--- config.mk ---
export PLATFORM = sky130hd
export DESIGN_NAME = snn_inference_ctrl
export DESIGN_NICKNAME = d
export VERILOG_FILES = /design/src/rtl/snn_inference_ctrl.sv
export SDC_FILE = /design/constraint.sdc
export NUM_CORES = 1
export LEC_CHECK = 0
export ABC_AREA = 1
export BUFFER_PORTS_ARGS = -buffer_cell sky130_fd_sc_hd__buf_2
export CORE_UTILIZATION = 35
export DETAILED_ROUTE_END_ITERATION = 8
export PLACE_DENSITY_LB_ADDON = 0.05
export SYNTH_ARGS = -nofsm -noshare
export SYNTH_HDL_FRONTEND = slang
export SYNTH_SLANG_ARGS = --single-unit
--- constraint.sdc ---
create_clock -name clk_i -period 1.31 [get_ports clk_i]
set_input_delay 0.262 -clock clk_i [delete_from_list [all_inputs] [get_ports clk_i]]
set_output_delay 0.262 -clock clk_i [all_outputs]
set_load 0.1 [all_outputs]
--- src/rtl/snn_inference_ctrl.sv ---
// snn_inference_ctrl: sequences one inference of the spiking classifier.
//   Accepts an 8-bit frame, holds the network in clear for SETTLE_P cycles,
//   enables WINDOW_P timesteps, latches the argmax digit and offers it over
//   a valid/ready handshake.
// Optional feature macro: SNN_CTRL_ABORT_EN (adds abort_i / aborted_o).
// Ports:
//   clk_i, rst_ni            clock, async active-low reset
//   in_valid_i/in_ready_o    frame handshake; frame_i input frame
//   frame_o                  captured frame during RUN, else 0
//   net_clr_o, net_en_o      datapath sync-clear and timestep-enable
//   step_o                   timestep index during RUN, else 0
//   digit_i                  predicted digit from max_spike
//   res_valid_o/res_ready_i  result handshake; res_digit_o latched digit
//   busy_o                   high outside IDLE
//   abort_i, aborted_o       (SNN_CTRL_ABORT_EN only) abort request / 1-cycle pulse
module snn_inference_ctrl #(
   parameter int unsigned WINDOW_P = 64,
   parameter int unsigned SETTLE_P = 2,
   parameter int unsigned STEP_W   = $clog2(WINDOW_P + 1)
) (
   input  logic              clk_i,
   input  logic              rst_ni,
   input  logic              in_valid_i,
   output logic              in_ready_o,
   input  logic [7:0]        frame_i,
   output logic [7:0]        frame_o,
   output logic              net_clr_o,
   output logic              net_en_o,
   output logic [STEP_W-1:0] step_o,
   input  logic [3:0]        digit_i,
   output logic              res_valid_o,
   input  logic              res_ready_i,
   output logic [3:0]        res_digit_o,
   output logic              busy_o
`ifdef SNN_CTRL_ABORT_EN
   ,
   input  logic              abort_i,
   output logic              aborted_o
`endif
);

   localparam int unsigned SET_W = $clog2(SETTLE_P + 1);
   localparam logic [STEP_W-1:0] STEP_LAST = STEP_W'(WINDOW_P - 1);
   localparam logic [SET_W-1:0]  SET_INIT  = SET_W'(SETTLE_P - 1);

   typedef enum logic [2:0] {
      ST_IDLE,
      ST_CLEAR,
      ST_RUN,
      ST_LATCH,
      ST_RESULT
   } state_e;

   state_e              state_q, state_d;
   logic [7:0]          frame_q, frame_d;
   logic [7:0]          frame_out_q, frame_out_d;
   logic                clr_q, clr_d;
   logic                en_q, en_d;
   logic [STEP_W-1:0]   step_q, step_d;
   logic [SET_W-1:0]    settle_q, settle_d;
   logic                res_valid_q, res_valid_d;
   logic [3:0]          res_digit_q, res_digit_d;
   logic                busy_q, busy_d;
`ifdef SNN_CTRL_ABORT_EN
   logic                aborted_q, aborted_d;
`endif

   // Next-state and next-output logic; every output is computed one edge
   // ahead so that it is registered in the state it belongs to.
   always_comb begin
      state_d     = state_q;
      frame_d     = frame_q;
      settle_d    = settle_q;
      step_d      = step_q;
      res_digit_d = res_digit_q;
      clr_d       = 1'b0;
      en_d        = 1'b0;
      frame_out_d = 8'h00;
      res_valid_d = 1'b0;
`ifdef SNN_CTRL_ABORT_EN
      aborted_d   = 1'b0;
`endif

      unique case (state_q)
         ST_IDLE: begin
            if (in_valid_i) begin
               frame_d  = frame_i;
               settle_d = SET_INIT;
               clr_d    = 1'b1;
               state_d  = ST_CLEAR;
            end
         end
         ST_CLEAR: begin
            // settle_q counts the remaining clear cycles after this one
            if (settle_q == '0) begin
               step_d      = '0;
               en_d        = 1'b1;
               frame_out_d = frame_q;
               state_d     = ST_RUN;
            end else begin
               settle_d = settle_q - SET_W'(1);
               clr_d    = 1'b1;
            end
         end
         ST_RUN: begin
            if (step_q == STEP_LAST) begin
               step_d  = '0;
               state_d = ST_LATCH;
            end else begin
               step_d      = step_q + STEP_W'(1);
               en_d        = 1'b1;
               frame_out_d = frame_q;
            end
         end
         ST_LATCH: begin
            // counters are frozen this cycle, so digit_i is final
            res_digit_d = digit_i;
            res_valid_d = 1'b1;
            state_d     = ST_RESULT;
         end
         ST_RESULT: begin
            if (res_ready_i) begin
               state_d = ST_IDLE;
            end else begin
               res_valid_d = 1'b1;
            end
         end
         default: begin
            state_d = ST_IDLE;
         end
      endcase

`ifdef SNN_CTRL_ABORT_EN
      // Abort overrides every active state; the last result digit is kept.
      if (abort_i && (state_q != ST_IDLE)) begin
         state_d     = ST_IDLE;
         clr_d       = 1'b0;
         en_d        = 1'b0;
         frame_out_d = 8'h00;
         step_d      = '0;
         settle_d    = '0;
         res_valid_d = 1'b0;
         res_digit_d = res_digit_q;
         aborted_d   = 1'b1;
      end
`endif

      busy_d = (state_d != ST_IDLE);
   end

   // State and output registers.
   always_ff @(posedge clk_i or negedge rst_ni) begin
      if (!rst_ni) begin
         state_q     <= ST_IDLE;
         frame_q     <= 8'h00;
         frame_out_q <= 8'h00;
         clr_q       <= 1'b0;
         en_q        <= 1'b0;
         step_q      <= '0;
         settle_q    <= '0;
         res_valid_q <= 1'b0;
         res_digit_q <= 4'h0;
         busy_q      <= 1'b0;
`ifdef SNN_CTRL_ABORT_EN
         aborted_q   <= 1'b0;
`endif
      end else begin
         state_q     <= state_d;
         frame_q     <= frame_d;
         frame_out_q <= frame_out_d;
         clr_q       <= clr_d;
         en_q        <= en_d;
         step_q      <= step_d;
         settle_q    <= settle_d;
         res_valid_q <= res_valid_d;
         res_digit_q <= res_digit_d;
         busy_q      <= busy_d;
`ifdef SNN_CTRL_ABORT_EN
         aborted_q   <= aborted_d;
`endif
      end
   end

   // Ready is a plain state decode so it is already 1 during reset.
   assign in_ready_o  = (state_q == ST_IDLE);
   assign frame_o     = frame_out_q;
   assign net_clr_o   = clr_q;
   assign net_en_o    = en_q;
   assign step_o      = step_q;
   assign res_valid_o = res_valid_q;
   assign res_digit_o = res_digit_q;
   assign busy_o      = busy_q;
`ifdef SNN_CTRL_ABORT_EN
   assign aborted_o   = aborted_q;
`endif

endmodule

==> results.yml <==
setup_path:
  cp_slowest_cell: "dfrtp_2"
  crit_required_ns: 1.05
  path_cells: "nor2_4 -> nand2_2 -> clkinvlp_4 -> buf_12"
  r2r-end: "frame_o[3]"
  reg2reg_from: "step_o[1]"
  ff2ff_path_depth: 6
  cp-end-kind: "output pin"
  arrival_ns: 1.20
  worstSetupPathType: "register to output pin"
  cp_max_fo: 3
  critPathLaunchType: "register"
  reg2reg_slack_ns: 0.05
  cp_top_family: "flip-flops"
  crit_buf_inv: 2
  slowest_delay_ns: 0.43
power:
  seq_power_share_pct: 26.1
  p_comb_share_pct: 60.5
  p_int_uw: 3662
  netSwitchingPower_uw: 3464
  vdd_ir_drop_max_uv: 1187
  p_leak_uw: 0.001194
  power.share.clock_pct: 13.5
  finalPower_uw: 7126
  swShare_pct: 48.61
  powerDensity_nw_per_um2: 2774
floorplanning:
  die_width_um: 69.94
  design.die.area_sq_um: 4891
  fp.coreArea_sq_um: 4384
  io_pins: 40
  die_h_um: 69.94
  start_util_pct: 36.84
  fp-row-count: 24
sta:
  setup_viol: 2
  relSlewSlack_pct: 74.18
  setup_tns_ns: -0.1659
  finalHoldViolCount: 0
  clock_skew_ns: 0.006905
  finalMaxSlewViolations: 0
  fin_ws_ns: -0.1481
  fin_crit_sh_pct: 111.3
  rsz0062_at_grt: "true"
  min_period_ns: 1.458
  max_freq_mhz: 685.8
  worst_slew_pin_slew_ns: 0.3873
clocking:
  cts_tree: "built"
  cts_made_buffers: 5
  clock_path_buffers: 2
  htreeDepth: 2
  clockRootBuffer: "clkbuf_8"
  clk_pin_slew_ns: 0.08
  clock_sinks: 36
  clk_latency_ns: 0.28
route:
  vias_per_cell: 4.585
  drc: 0
  num_vias: 1215
  wl_um: 3264
  firstDrtPassIters: 4
  wire_per_inst_um: 12.32
  ant_nets: 0
  drt-initial-drc-count: 56
placed_design:
  place_congestion: 0.7775
  dp_hpwl_um: 2379
  place_ws_ns: -0.02808
  dpl.cell_count: 249
  port_buffers: 39
global_route:
  antenna_found_initial: 0
  first_global_vias: 1256
  grt_usage_pct: 14.56
  gr-total-overflow: 0
  grt_pass1_wl_um: 5595
  grt_max_degree: 18
layout:
  layout_common_cells: "30 x nand2_1, 27 x dfrtp_1, 25 x buf_12, 16 x inv_1, 15 x buf_2"
  drive_gt1_share_pct: 55.40
  final_core_util_pct: 58.59
  n_antenna_cell: 0
  nets: 230
  fin_cells: 265
  final_common_cell: "nand2_1"
  syn_to_final_growth_pct: 59.02
job:
  max_cap_viol_count: 0
hold_path:
  hold_path_depth: 2
  holdPathEnd: "res_valid_o"
  holdCritStartpoint: "res_ready_i"
  min_path_type: "primary input to register"
synthesis:
  syn_area_per_cell_sq_um: 10.42
  ys_ff_latch: 36
  yosys.cell_types.count: 23
  yosys_warnings: 0
  syn-num-nets: 173
  seq_area_frac_synth_pct: 55.77
  syn_inst: 155
  syn_area_sq_um: 1615
status:
  status: "finished, violations left"
  violations: "setup timing"
==> cells by family after synthesis <==
kind of cell,count (synthesis),synth area share (%)
AOI/OAI and AO/OA,29,14.41
xor gates and xnor gates,2,1.085
adders and majority gates,2,1.549
DFF,36,55.77
buffers and inverters,26,7.281
and+or+nand+nor,60,19.91
==> cell type report <==
| type | instances | area, sq um |
|---|---|---|
| fill | 382 | 1815 |
| sequential | 36 | 917.1 |
| multi-input combinational | 94 | 706.9 |
| timing repair buffer | 51 | 664.4 |
| inverter | 24 | 103.9 |
| clock buffer | 5 | 68.82 |
| tap | 52 | 65.06 |
| clock inverter | 3 | 42.54 |
==> power groups by stage <==
stage / Clock [uW] / Combinational, uW / Sequential [uW]
after detailed placement: 0 / 4080 / 1910
after floorplan: 0 / 1220 / 3320
after CTS: 981 / 4220 / 1860
after global routing: 1050 / 4540 / 1900
after global placement: 0 / 4010 / 1910
final: 960 / 4310 / 1860
==> worst max path at each step <==
stage / startpoint / cells after the start / end
global route: state_q[0] / 4 / in_ready_o
finish: state_q[0] / 4 / in_ready_o
floorplan: step_o[0] / 7 / step_o[0]
global placement: settle_q[0] / 6 / busy_o
detailed placement: settle_q[0] / 6 / busy_o
CTS: state_q[1] / 4 / in_ready_o
==> per-layer routing <==
metal | vias up | part of all wire (%) | GRT usage, %
met1 | 576 | 40 | 17.34
met5 | - | 0 | 0
li1 | 602 | - | -
met3 | 4 | 4.4 | 3.463
met2 | 33 | 55 | 25.00
met4 | 0 | 0.77 | 6.222
==> synth_stat cells <==
cell type,instances,area (sq um)
a21boi_2,8,90.09
a21oi_1,3,15.01
buf_6,2,22.52
dfrtp_1,36,900.9
ha_1,2,25.02
inv_1,19,71.32
inv_2,3,11.26
inv_4,2,12.51
nand2_1,32,120.1
nand2_2,4,25.02
nand2_4,2,22.52
nand3_1,6,30.03
nand3_2,1,10.01
nand3_4,3,52.55
nand3b_1,2,15.01
nor2_1,6,22.52
nor2_2,2,12.51
nor3_1,1,5.000
o21ai_0,6,30.03
o21ai_1,2,10.01
o21ai_2,10,87.58
or2_2,1,6.260
xor2_1,2,17.52
==> timing repair <==
action	CTS	global route
gates resized for setup	3	14
setup endpoints to repair	4	14
setup buffers	4	3
endpoints found under the hold margin	15	0
gates cloned	0	1
pin swaps	1	6
hold buffers	1	0
==> registers in the layout, indices dropped and copies added, names as in the netlist <==
name	cells
busy_o	1
frame_o	8
frame_q	8
net_clr_o	1
net_en_o	1
res_digit_o	4
res_valid_o	1
settle_q	2
state_q	3
step_o	7
==> worst reg2reg max path: cells and delay by family (launching register included) <==
kind | cells | cell delay (ns)
fa+ha+maj | 1 | 0.19
buf+inv | 1 | 0.05
flops | 1 | 0.53
compound gates | 1 | 0.14
simple gates | 3 | 0.28
==> through the flow <==
stage | hold WS, ns | area, sq um
5_1_grt | 0.1993 | 2569
2_1_floorplan | -0.03359 | 1677
3_3_place_gp | 0.2002 | 2321
4_1_cts | 0.1954 | 2482
3_5_place_dp | 0.2038 | 2321
6_report | 0.1939 | 2569
No activity file was read; power rests on OpenSTA's default activity.
